## src/rtl/tcdm_resp_router.sv

```systemverilog
// Response router: steers TCDM adapter responses to per-initiator output FIFOs
// selected by ini_addr, so one stalled initiator holds up only its own traffic.

module tcdm_resp_router_fifo #(
   parameter int unsigned Depth    = 2,
   parameter int unsigned Width    = 52,
   parameter int unsigned CntWidth = 2
) (
   input  logic                clk,
   input  logic                rst,
   input  logic                push,
   input  logic [Width-1:0]    wdata,
   input  logic                pop_ready,
   output logic                valid,
   output logic [Width-1:0]    rdata,
   output logic [CntWidth-1:0] count,
   output logic                full
);
   localparam int unsigned PtrWidth = (Depth > 1) ? $clog2(Depth) : 1;

   logic [Depth-1:0][Width-1:0] mem;
   logic [PtrWidth-1:0]         rd_ptr, wr_ptr;
   logic                        pop;

   function automatic logic [PtrWidth-1:0] ptr_next(input logic [PtrWidth-1:0] p);
      return (p == PtrWidth'(Depth - 1)) ? '0 : p + 1'b1;
   endfunction

   assign valid = (count != '0);
   assign full  = (count == CntWidth'(Depth));
   assign pop   = valid && pop_ready;
   assign rdata = mem[rd_ptr];

   always_ff @(posedge clk or posedge rst) begin
      if (rst) begin
         mem    <= '0;
         rd_ptr <= '0;
         wr_ptr <= '0;
         count  <= '0;
      end else begin
         if (push) begin
            mem[wr_ptr] <= wdata;
            wr_ptr      <= ptr_next(wr_ptr);
         end
         if (pop) rd_ptr <= ptr_next(rd_ptr);
         case ({push, pop})
            2'b10:   count <= count + 1'b1;
            2'b01:   count <= count - 1'b1;
            default: count <= count;
         endcase
      end
   end
endmodule

module tcdm_resp_router #(
   parameter int unsigned NumInitiators = 8,
   parameter int unsigned IniAddrWidth  = (NumInitiators > 1) ? $clog2(NumInitiators) : 1,
   parameter int unsigned MetaWidth     = 20,
   parameter int unsigned DataWidth     = 32,
   parameter int unsigned FifoDepth     = 2,
   localparam int unsigned CntWidth     = ((FifoDepth + 1) > 1) ? $clog2(FifoDepth + 1) : 1
) (
   input  logic                              clk_i,
   input  logic                              rst_i,
   input  logic                              in_valid_i,
   output logic                              in_ready_o,
   input  logic [IniAddrWidth-1:0]           in_ini_addr_i,
   input  logic [MetaWidth-1:0]              in_meta_i,
   input  logic [DataWidth-1:0]              in_rdata_i,
   output logic [NumInitiators-1:0]          out_valid_o,
   input  logic [NumInitiators-1:0]          out_ready_i,
   output logic [NumInitiators*MetaWidth-1:0] out_meta_o,
   output logic [NumInitiators*DataWidth-1:0] out_rdata_o,
   output logic                              route_err_o,
   output logic [NumInitiators*CntWidth-1:0] occupancy_o
);
   localparam int unsigned EntryWidth = MetaWidth + DataWidth;

   logic [NumInitiators-1:0]                 full, push;
   logic [NumInitiators-1:0][EntryWidth-1:0] head;
   logic                                     in_range, sel_full;

   // Ready looks only at the registered fill level, never at out_ready_i.
   always_comb begin
      in_range = 1'b0;
      sel_full = 1'b0;
      for (int k = 0; k < int'(NumInitiators); k++) begin
         if (in_ini_addr_i == IniAddrWidth'(k)) begin
            in_range = 1'b1;
            sel_full = full[k];
         end
      end
   end

   assign in_ready_o = !in_range || !sel_full;

   always_ff @(posedge clk_i or posedge rst_i) begin
      if (rst_i) route_err_o <= 1'b0;
      else       route_err_o <= in_valid_i && !in_range;
   end

   for (genvar g = 0; g < int'(NumInitiators); g++) begin : g_port
      assign push[g] = in_valid_i && in_ready_o && (in_ini_addr_i == IniAddrWidth'(g));

      tcdm_resp_router_fifo #(
         .Depth    (FifoDepth),
         .Width    (EntryWidth),
         .CntWidth (CntWidth)
      ) i_fifo (
         .clk       (clk_i),
         .rst       (rst_i),
         .push      (push[g]),
         .wdata     ({in_meta_i, in_rdata_i}),
         .pop_ready (out_ready_i[g]),
         .valid     (out_valid_o[g]),
         .rdata     (head[g]),
         .count     (occupancy_o[g*CntWidth +: CntWidth]),
         .full      (full[g])
      );

      assign out_meta_o[g*MetaWidth +: MetaWidth]  = head[g][DataWidth +: MetaWidth];
      assign out_rdata_o[g*DataWidth +: DataWidth] = head[g][DataWidth-1:0];
   end
endmodule

```

## config.mk

```make
export PLATFORM = sky130hd
export DESIGN_NAME = tcdm_resp_router
export DESIGN_NICKNAME = d
export VERILOG_FILES = /design/src/rtl/tcdm_resp_router.sv
export SDC_FILE = /design/constraint.sdc
export NUM_CORES = 2
export LEC_CHECK = 0
export ABC_AREA = 0
export CAP_MARGIN = 20
export CORE_MARGIN = 2
export CORE_UTILIZATION = 35
export CTS_CLUSTER_SIZE = 40
export DETAILED_ROUTE_END_ITERATION = 8
export DONT_BUFFER_PORTS = 1
export MAX_ROUTING_LAYER = met4
export SLEW_MARGIN = 20
export SYNTH_ARGS = -nofsm -noshare
export SYNTH_HDL_FRONTEND = slang
export SYNTH_SLANG_ARGS = --single-unit
```

## constraint.sdc

```tcl
create_clock -name clk_i -period 39.5 [get_ports clk_i]
set_clock_uncertainty 0.05 [all_clocks]
set_input_delay 9.875 -clock clk_i [delete_from_list [all_inputs] [get_ports clk_i]]
set_output_delay 9.875 -clock clk_i [all_outputs]
set_load 0.005 [all_outputs]
```

# Yosys cells after proc, flatten, opt, wreduce, memory -nomap -nowiden
# Cells that the tools add are included.
# Widths: inputs -> output; s select.
[word_totals]
regBits = 865
output_inout_bits = 442
elab_cells = 254
[op_classes]
add_sub_neg = 32
n_lt_le_gt_ge = 24
n_eq_ne = 31
muxes = 80
reduce_logical = 46
[ops]
columns = ["cell", "count"]
rows = [
  ["$mux 52", 24],
  ["$bwmux 104", 8],
  ["$demux 52 s1", 8],
  ["$eq 2x2->1 const B", 16],
  ["$lt 1x2->1 const B", 16],
  ["$mux 1", 32],
  ["$pmux 2 s2", 8],
  ["$reduce_bool 2->1", 16],
  ["$logic_and 1x1->1", 26],
  ["$add 1x1->1 const B", 16],
  ["$add 2x1->2 const B", 8],
  ["$eq 2x1->1 const B", 8],
  ["$sub 2x1->2 const B", 8],
  ["$eq 3x3->1 const B", 4],
  ["$ge 1x1->1 const B", 8],
  ["$eq 3x2->1 const B", 2],
  ["$eq 3x1->1 const B", 1],
  ["$logic_not 3->1", 1],
  ["$logic_not 1->1", 2],
  ["$logic_or 1x1->1", 1],
]

# Depth between registers and ports, before layout
[depth]
ltp_word = 15
depth_mapped = 7
ltp_nobuf = 6

# Modules after synthesis
# Synthesis repeated with hierarchy kept, for this count alone.
[unflattened]
hier_cells = 2394
hier_area_um2 = 39796.9
[modules_own_cells]
columns = ["module", "instances", "cells_each", "area_each_um2", "seq_area_each_um2"]
rows = [
  ["tcdm_resp_router_fifo", 8, 295, 4943.5, 2702.6],
  ["tcdm_resp_router", 1, 34, 249.0, 25.0],
]

# Worst setup path before layout
# OpenSTA, ideal clock, no wires.
[synth_path]
kind = "input-to-output"
startpoint = "input in_ini_addr_i[0]"
endpoint = "output in_ready_o"
arrival_ns = 10.607
t_required_ns = 29.575
path_slack_ns = 18.968
stages = 2
cell_sequence = "mux4_2 mux2_2"
[synth_via]
elab_chain_len = 11
elab_cells_between_ends = 27
cone_classes = "7 x eq/ne; 16 x mux; 4 x reduce/logical"
[synth_rtl]
columns = ["element", "line", "source"]
rows = [
  ["start, declared", "67", "input logic [IniAddrWidth-1:0] in_ini_addr_i,"],
  ["$logic_not 3->1", "88", "if (in_ini_addr_i == IniAddrWidth'(k)) begin"],
  ["$mux 1 (8 in a row)", "88", ""],
  ["$logic_not 1->1", "95", "assign in_ready_o = !in_range || !sel_full;"],
  ["$logic_or 1x1->1 *", "95", ""],
  ["end, declared", "66", "output logic in_ready_o,"],
]
# Every way passes the cells marked *; elsewhere a longest branch is shown, timed or not.

# Worst setup path after layout
# Same ends and word-level chain as after synthesis.

==> qor.yml <==
timing:
  tightest_slew_ns: 1.184
  fin_crit_sh: 0.5218
  setup_viol: 0
  setup-tns-final_ns: 0
  setup_ws_ns: 18.89
  rsz0062_at_grt: "no"
  finalHoldViolations: 0
  max_slew_margin: 0.2109
  fin_crit_ns: 20.61
  max_clock_freq_ghz: 0.04852
  maxSlewViolCount: 0
worst_setup_path:
  required_ns: 29.57
  path_delay_family: "multiplexers"
  cp_max_fo: 6
  critPathMaxStageDelay_ns: 0.49
  crit_start: "in_ini_addr_i[0]"
  crit_arrival_ns: 10.68
  crit_type: "primary input to primary output"
  rr_startpoint: "g_port[5].i_fifo.count[0]"
  slowest_stage: "mux4_2"
  critPathCaptureType: "primary output"
  crit_chain: "mux4_2 > mux2_2"
  critPathLaunchType: "primary input"
  worst-path-buf-inv: 0
power:
  internal_power_mw: 2.549
  p_clk_frac: 0.254
  total_power_mw: 3.728
  vdd_drop_max_mv: 0.06317
  p_per_area_mw_per_mm2: 87.97
  p_seq_frac: 0.427
  swShare: 0.3162
  power.switching_mw: 1.179
  comb_power_share: 0.319
  p_leak_nw: 18.76
layout:
  syn2layout_area_growth_pct: 12.19
  finalNonFillerCells: 3854
  layout-drive-gt1-share: 0.5939
  fin_area_mm2: 0.04238
  final_cell_mix: "mux2_2 (1184), dfrtp_1 (857), clkbuf_16 (101)"
  fin_nets: 2443
  final_common_cell: "mux2_2"
placement:
  place_ws_ns: 18.90
  dp.cells: 3672
  dpl.hpwl_um: 65760
  gp_congestion: 0.8257
  io_buffers: 0
  postPlaceCellArea_mm2: 0.03894
logic_synthesis:
  synthDistinctLibCells: 31
  yosysWarnings: 0
  yosys-top-cells-area: "dfrtp_1 (57%), mux2_2 (35%), mux2_4 (2.0%), buf_2 (0.97%), clkbuf_1 (0.81%)"
  netlist_area_mm2: 0.03777
  ys_seq_area_frac: 0.5730
  syn-instance-count: 2432
  synth.largest_area_cell: "dfrtp_1"
  ys_seq_elements: 865
  yosys.area.top_type_share: 0.5730
  syn_avg_cell_area_um2: 15.53
  synth_fp_nets: 2506
job:
  maxCapViolations: 0
floorplanning:
  rows: 120
  die_x_um: 332.5
  die_area_mm2: 0.1106
  core_area_mm2: 0.1071
  initial_core_util: 0.3529
  fp.dieH_um: 332.5
  pin_count: 508
detailed_routing:
  drt_drc_violations_left: 0
  wl_per_cell_um: 27.73
  drt_wl_total_um: 106900
  vias_per_cell: 5.252
  ant_nets: 0
  firstDrtPassIters: 4
  vias: 20240
  drtIter0Drc: 989
clocking:
  ctsHoldBuffers: 0
  cts-root-buf: "clkbuf_16"
  cts_sinks: 865
  cts_buffers: 97
  cts_setup_buffers: 0
  max-clock-path-buffers: 3
  cts_tree: "yes"
  worstSkewPairLatency_ns: 0.67
  cts.clk_slew.worst_paths_ns: 0.05
  htreeDepth: 3
  cts_resized: 0
worst_hold_path:
  hold_path_class: "register to register"
  holdCritStartpoint: "g_port[5].i_fifo.mem[13]"
global_route:
  antenna_found_initial: 6
  grt_pass1_vias: 21966
  grt_pass1_wl_um: 154800
  grt.overflow.total: 0
  grt_start_max_net_pins: 143
  grtUsageTotal: 0.1965
run_status:
  outcome: "finished, final reports clean"
[power by group through the flow]
stage               Sequential (mW)  Combinational (mW)  Clock [mW]
floorplan                      1.47               0.938           0
global placement               1.58                1.16           0
detailed placement             1.62                1.19           0
CTS                            1.61                1.20       0.971
global route                   1.65                1.26        1.01
finish                         1.59                1.19       0.946
[state kept, by name, summed over array words and instances, names as in the netlist]
name and cells:
g_port.i_fifo.count 16, g_port.i_fifo.mem 832, g_port.i_fifo.rd_ptr 8, g_port.i_fifo.wr_ptr 8, route_err_o 1
[cell usage after synthesis]
cell type,count
nor2_1,9
nand4_1,6
clkbuf_1,82
and4b_1,6
nand4b_1,1
mux2_2,1184
or3b_1,1
xnor2_1,24
nand3_1,6
mux2_1,15
xor2_1,16
mux4_2,2
or3_1,1
nand2_2,1
or4b_1,1
buf_4,19
buf_6,5
conb_1,1
buf_2,73
nand2b_1,9
nand2_1,1
or2_2,8
dfrtp_1,865
inv_1,1
buf_1,21
ha_1,8
and2_1,9
nor3_2,1
nor4_2,1
nor2b_1,5
mux2_4,50
[cells by family after synthesis]
group                    Yosys count  synth area share
flip-flops                       865            0.5730
AND/OR/NAND/NOR                   66           0.01116
adder cells (fa/ha/maj)            8          0.002650
other                              1        0.00009928
multiplexers                    1251            0.3785
XOR/XNOR                          40          0.009274
buffers and inverters            201           0.02527
[area by class of cell]
| type | count | area, µm² |
|---|---|---|
| antenna | 1 | 2.502 |
| multi-input combinational | 1366 | 15220 |
| sequential | 865 | 21680 |
| inverter | 1 | 11.26 |
| clock inverter | 31 | 475.5 |
| clock buffer | 149 | 2918 |
| tap | 1403 | 1755 |
| timing repair buffer | 38 | 324.1 |
| fill | 9744 | 64670 |
[worst paths after layout]
check | to | slack [ns] | depth (start not counted)
max in group asynchronous | g_port[5].i_fifo.mem[76] | 26.72 | 4
min reg2reg | g_port[5].i_fifo.mem[13] | 0.43 | 1
max | in_ready_o | 18.89 | 2
max reg2reg | g_port[5].i_fifo.mem[76] | 36.66 | 5
min in group asynchronous | g_port[3].i_fifo.mem[94] | 9.25 | 1
min | g_port[5].i_fifo.mem[13] | 0.43 | 1
[stage by stage]
step,hold WS [ns],util
finish,0.4338,0.3959
global route,0.4541,0.3959
CTS,0.4375,0.3954
detailed placement,0.4246,0.3637
global placement,0.4136,0.3637
floorplan,0.4041,-
[worst reg2reg max path, stage by stage (launching register included)]
cell and delay [ns]:
dfrtp_1 0.44, nand2b_1 0.29, nand4_1 0.25, buf_4 0.45, buf_4 0.74, mux2_2 0.48
[metal layers]
metal  track usage  vias to the layer above  part of all wire
met5             -                        -                 0
met4       0.05938                        0             0.030
met3       0.06419                      171             0.073
met2        0.3122                      569              0.48
met1        0.2375                    10982              0.42
li1              -                     8518                 -
No activity file was read; power rests on OpenSTA's default activity.
